$ cat src/rtl/load_unit.sv
// Load path of the MEM stage: issues word-aligned reads, stalls the pipeline until
// data returns, then extracts and sign/zero-extends the addressed byte or halfword.
module load_unit #(
    parameter int TIMEOUT_CYCLES = 15
) (
    input  logic        clk,
    input  logic        rst,
    input  logic        LOAD_BYTE,
    input  logic        LOAD_HW,
    input  logic        LOAD_WORD,
    input  logic        LOAD_UNSIGNED,
    input  logic [31:0] addr_in,
    output logic        mem_req,
    output logic [31:0] mem_addr,
    input  logic        mem_rvalid,
    input  logic [31:0] mem_rdata,
    output logic [31:0] data_load_out,
    output logic        load_done,
    output logic        load_stall,
    output logic        load_misaligned,
    output logic        load_timeout,
    output logic [1:0]  state_dbg
);

    // Memory handshake: mem_req/mem_addr stay asserted for the whole WAIT state;
    // memory answers with a single-cycle mem_rvalid carrying mem_rdata, which is
    // only honoured while in WAIT.

    typedef enum logic [1:0] {
        IDLE = 2'd0,
        WAIT = 2'd1,
        DONE = 2'd2
    } state_t;

    localparam int            CW       = (TIMEOUT_CYCLES > 1) ? $clog2(TIMEOUT_CYCLES) : 1;
    localparam logic [CW-1:0] CNT_LAST = CW'(TIMEOUT_CYCLES - 1);
    localparam bit            TO_EN    = (TIMEOUT_CYCLES != 0);

    state_t        state, state_nxt;
    logic [CW-1:0] cnt;
    logic          sel_byte, sel_hw, sel_word, req_any, misaligned, timeout_hit;
    logic          lat_byte, lat_hw, lat_uns;
    logic [1:0]    lat_off;

    function automatic logic [31:0] extract(input logic [31:0] w, input logic is_b,
                                            input logic is_h, input logic uns,
                                            input logic [1:0] off);
        logic [7:0]  b;
        logic [15:0] h;
        case (off)
            2'd0:    b = w[7:0];
            2'd1:    b = w[15:8];
            2'd2:    b = w[23:16];
            default: b = w[31:24];
        endcase
        h = off[1] ? w[31:16] : w[15:0];
        if (is_b)      extract = uns ? {24'd0, b} : {{24{b[7]}}, b};
        else if (is_h) extract = uns ? {16'd0, h} : {{16{h[15]}}, h};
        else           extract = w;
    endfunction

    always_comb begin
        sel_byte    = LOAD_BYTE;
        sel_hw      = !LOAD_BYTE && LOAD_HW;
        sel_word    = !LOAD_BYTE && !LOAD_HW && LOAD_WORD;
        req_any     = LOAD_BYTE || LOAD_HW || LOAD_WORD;
        misaligned  = (sel_hw && addr_in[0]) || (sel_word && (addr_in[1:0] != 2'b00));
        timeout_hit = TO_EN && (cnt == CNT_LAST);
        state_nxt   = state;
        case (state)
            IDLE:    if (req_any) state_nxt = misaligned ? DONE : WAIT;
            WAIT:    if (mem_rvalid || timeout_hit) state_nxt = DONE;
            DONE:    state_nxt = IDLE;
            default: state_nxt = IDLE;
        endcase
        // Reset forces the stall low even if a request is still presented.
        load_stall = !rst && ((state == IDLE && req_any) || state == WAIT);
    end

    assign state_dbg = state;

    always_ff @(posedge clk or posedge rst) begin
        if (rst) state <= IDLE;
        else     state <= state_nxt;
    end

    always_ff @(posedge clk or posedge rst) begin
        if (rst) begin
            mem_req         <= 1'b0;
            mem_addr        <= 32'd0;
            data_load_out   <= 32'd0;
            load_done       <= 1'b0;
            load_misaligned <= 1'b0;
            load_timeout    <= 1'b0;
            cnt             <= '0;
            lat_byte        <= 1'b0;
            lat_hw          <= 1'b0;
            lat_uns         <= 1'b0;
            lat_off         <= 2'd0;
        end else begin
            load_done       <= 1'b0;
            load_misaligned <= 1'b0;
            load_timeout    <= 1'b0;
            case (state)
                IDLE: begin
                    if (req_any) begin
                        lat_byte <= sel_byte;
                        lat_hw   <= sel_hw;
                        lat_uns  <= LOAD_UNSIGNED;
                        lat_off  <= addr_in[1:0];
                        if (misaligned) begin
                            load_done       <= 1'b1;
                            load_misaligned <= 1'b1;
                            data_load_out   <= 32'd0;
                        end else begin
                            mem_req  <= 1'b1;
                            mem_addr <= {addr_in[31:2], 2'b00};
                            cnt      <= '0;
                        end
                    end
                end
                WAIT: begin
                    cnt <= cnt + 1'b1;
                    // Returned data takes precedence over a timeout in the same cycle.
                    if (mem_rvalid) begin
                        mem_req       <= 1'b0;
                        load_done     <= 1'b1;
                        data_load_out <= extract(mem_rdata, lat_byte, lat_hw, lat_uns, lat_off);
                    end else if (timeout_hit) begin
                        mem_req       <= 1'b0;
                        load_done     <= 1'b1;
                        load_timeout  <= 1'b1;
                        data_load_out <= 32'd0;
                    end
                end
                default: ;
            endcase
        end
    end

endmodule
$ cat config.mk
export PLATFORM = sky130hd
export DESIGN_NAME = load_unit
export DESIGN_NICKNAME = d
export VERILOG_FILES = /design/src/rtl/load_unit.sv
export SDC_FILE = /design/constraint.sdc
export NUM_CORES = 1
export LEC_CHECK = 0
export CAP_MARGIN = 20
export CORE_ASPECT_RATIO = 0.5
export CORE_MARGIN = 2
export CORE_UTILIZATION = 40
export DETAILED_ROUTE_END_ITERATION = 8
export GPL_TIMING_DRIVEN = 0
export MAX_ROUTING_LAYER = met4
export PLACE_DENSITY = 0.84
export SYNTH_ARGS = -nofsm -noshare
export SYNTH_HDL_FRONTEND = slang
export SYNTH_SLANG_ARGS = --single-unit
$ cat constraint.sdc
create_clock -name clk -period 3.14 [get_ports clk]
set_input_delay 0.785 -clock clk [delete_from_list [all_inputs] [get_ports clk]]
set_output_delay 0.785 -clock clk [all_outputs]
set_load 0.1 [all_outputs]
==> results.txt <==
GR Util All Layers = 20.75%
routed wire length = 10370 um
Area growth syn-to-layout = 49.52%
synth unique cells = 46
fin crit share = 98.08%
Post-Syn Area per Cell = 12.42 um2
Clk Latency, worst-skew pair = 340 ps
vias in the first global route = 2990
DIE HEIGHT = 72.92 um
RSZ-0062 raised after global routing = false
DP HPWL = 7850 um
std cell rows = 25
drt first pass iters = 5
fraction of layout cells with a size suffix above 1 = 22.46%
Max stage delay cell, worst path = clkdlybuf4s50_1
crit path DAT = 2290 ps
Post-CTS Hold Buffers = 0
MaxCap Viol Count = 0
TritonCTS Buffers = 9
Required @ worst endpoint = 2350 ps
met3 Resource Use GR = 4.528%
drt wl/cell = 17.75 um
Fin. Hold Viols = 0
cell chain of the critical path = clkdlybuf4s50_1, nor4_2, nor3_4, clkdlybuf4s15_2
type of the worst setup path = input pin to output port
min Tclk post-route = 3080 ps
Post-CTS Resized = 3
sequential area share after synthesis = 50.71%
reg-to-reg slack, setup = 1110 ps
nets = 531
grt peak-use layer = met2
vias per cell = 5.274
CP Max Fanout = 7
WHS Endpoint = data_load_out[15]
initial antenna violation count = 0
PortBufs = 139
Finished Layout Cells = 584
worst reg2reg path depth = 7
Antenna diodes = 0
HP Class = flop to flop
first-pass GRT wire length = 15840 um
vias post-DR = 3080
core area = 0.009353 mm2
die width = 141.8 um
Synth Register Bits = 77
Worst Hold Path Cells = 1
CTS tree = yes
I/O Pins = 142
GP Congestion = 0.9173
Placed Cells incl. Taps = 568
Post-Syn Instances = 306
Startpoint Class = input pin
largest net degree at the start of global routing = 57
GRT met1 Usage = 25.86%
Ys Warns = 0
status = finished, final reports clean
Fill cells = 703
post-route ant nets = 0
H-tree Lvls = 3
DRC = 0
reg2reg start = cnt[0]
# setup viols final = 0
Tightest Pin Transition = 1009 ps
Root Buffer = clkbuf_16
Clock Sinks = 77
clk_skew = 4.630 ps
postcts setup bufs = 0
max_slew headroom = 32.52%
CTS max path bufs = 2
die area = 0.01034 mm2
Max Freq = 324.7 MHz
crit-path max cell delay = 570 ps
Worst Hold Launch = data_load_out[15]
area of the mapped netlist = 0.003800 mm2
Reg clk slew, reported paths = 60 ps
Starting Density = 40.63%
grt met2 use = 33.76%
R2R Path End = data_load_out[3]
Starting DRT DRC Count = 202
Crit. End Element = output port
GRT overflow = 0
final slew viol count = 0
## area by class of cell
class / count / area (um2) / area share, %
clock inverters: 5 / 33.78 / 0.5946
inverters: 10 / 40.04 / 0.7047
multi-input cells: 194 / 1668 / 29.35
well taps: 121 / 151.4 / 2.665
flip-flops and latches: 77 / 1927 / 33.91
plain buffers: 26 / 188.9 / 3.325
repair buffers: 140 / 1420 / 24.99
clock buffers: 11 / 252.7 / 4.448
## worst max path at each step
stage	slack [ps]	startpoint	endpoint	depth (start not counted)
finish	60	LOAD_BYTE	load_stall	4
global route	40	LOAD_BYTE	load_stall	4
CTS	20	LOAD_BYTE	load_stall	4
detailed placement	-480	LOAD_BYTE	load_stall	4
global placement	-890	rst	data_load_out[18]	2
floorplan	390	rst	cnt[0]	1
## placed cells by master (no fill, tap or decap), types with 3 or more instances in the layout
master	n
dfrtp_1	77
or2_2	17
o21ai_0	6
inv_1	7
a221o_1	23
clkbuf_16	9
nand2_1	36
a21oi_1	19
buf_2	7
clkdlybuf4s50_1	138
mux4_2	8
mux2_2	3
clkbuf_1	6
buf_6	10
nor2_1	3
nor3_1	5
a211o_1	8
mux2_4	28
## synth_stat cells (all sizes together)
cell | n | area share, %
clkbuf | 6 | 0.59
and2 | 2 | 0.33
inv | 10 | 0.99
o2bb2ai | 1 | 0.23
a32o | 1 | 0.26
a2111oi | 1 | 0.23
nor4b | 1 | 0.40
nand3b | 1 | 0.20
nor2 | 5 | 0.76
nor4 | 1 | 0.16
mux2 | 33 | 13
and3 | 1 | 0.16
nand2 | 36 | 3.6
or2 | 19 | 3.1
and3b | 1 | 0.23
dfrtp | 77 | 51
o21a | 2 | 0.40
o2111a | 1 | 0.30
a211o | 8 | 1.8
o22ai | 2 | 0.33
nor3b | 1 | 0.20
nor2b | 2 | 0.33
mux4 | 8 | 4.7
ha | 2 | 0.66
a221o | 23 | 6.1
o31a | 1 | 0.23
a211oi | 1 | 0.33
buf | 20 | 4.4
nand2b | 2 | 0.53
o21ai | 7 | 1.0
mux2i | 2 | 0.53
nor3 | 6 | 0.79
a21oi | 19 | 2.5
conb | 1 | 0.099
nand3 | 2 | 0.26
## sequential cells by signal, summed over array words and instances, names as in the netlist, 2 cells and up
register	count
cnt	4
mem_addr	30
state_dbg	2
data_load_out	32
lat_off	2
## routing by layer
metal,routed length [um],part of all wire [%]
met5,0,0
met4,217,2.1
met2,5314,51
met1,4311,42
met3,524,5.1
## metrics by stage
stage,setup WS [ps],instance area [um2],hold slack [ps],setup TNS [ps],utilization (%)
finish,60.28,5682,491.5,0,60.75
global route,35.03,5682,499.5,0,60.75
global placement,-886.8,5358,469.8,-68470,57.28
detailed placement,-477.8,5388,481.6,-477.8,57.61
CTS,17.69,5675,492.6,0,60.68
floorplan,388.3,3815,486.6,0,-
## critical path: cells and delay by family
kind                   cells  cell delay [ps]
buffers and inverters      2             1040
AND/OR/NAND/NOR            2              470
## cells by family after synthesis
group | synth area share [%]
adders and majority gates | 0.6584
and+or+nand+nor | 11.03
DFF | 50.71
muxes | 17.81
buffers and inverters | 5.960
AOI/OAI and AO/OA | 13.73
other | 0.09869
Power is not shown: default switching activity piles up to over one toggle a cycle in this logic, so the estimate is an artifact.
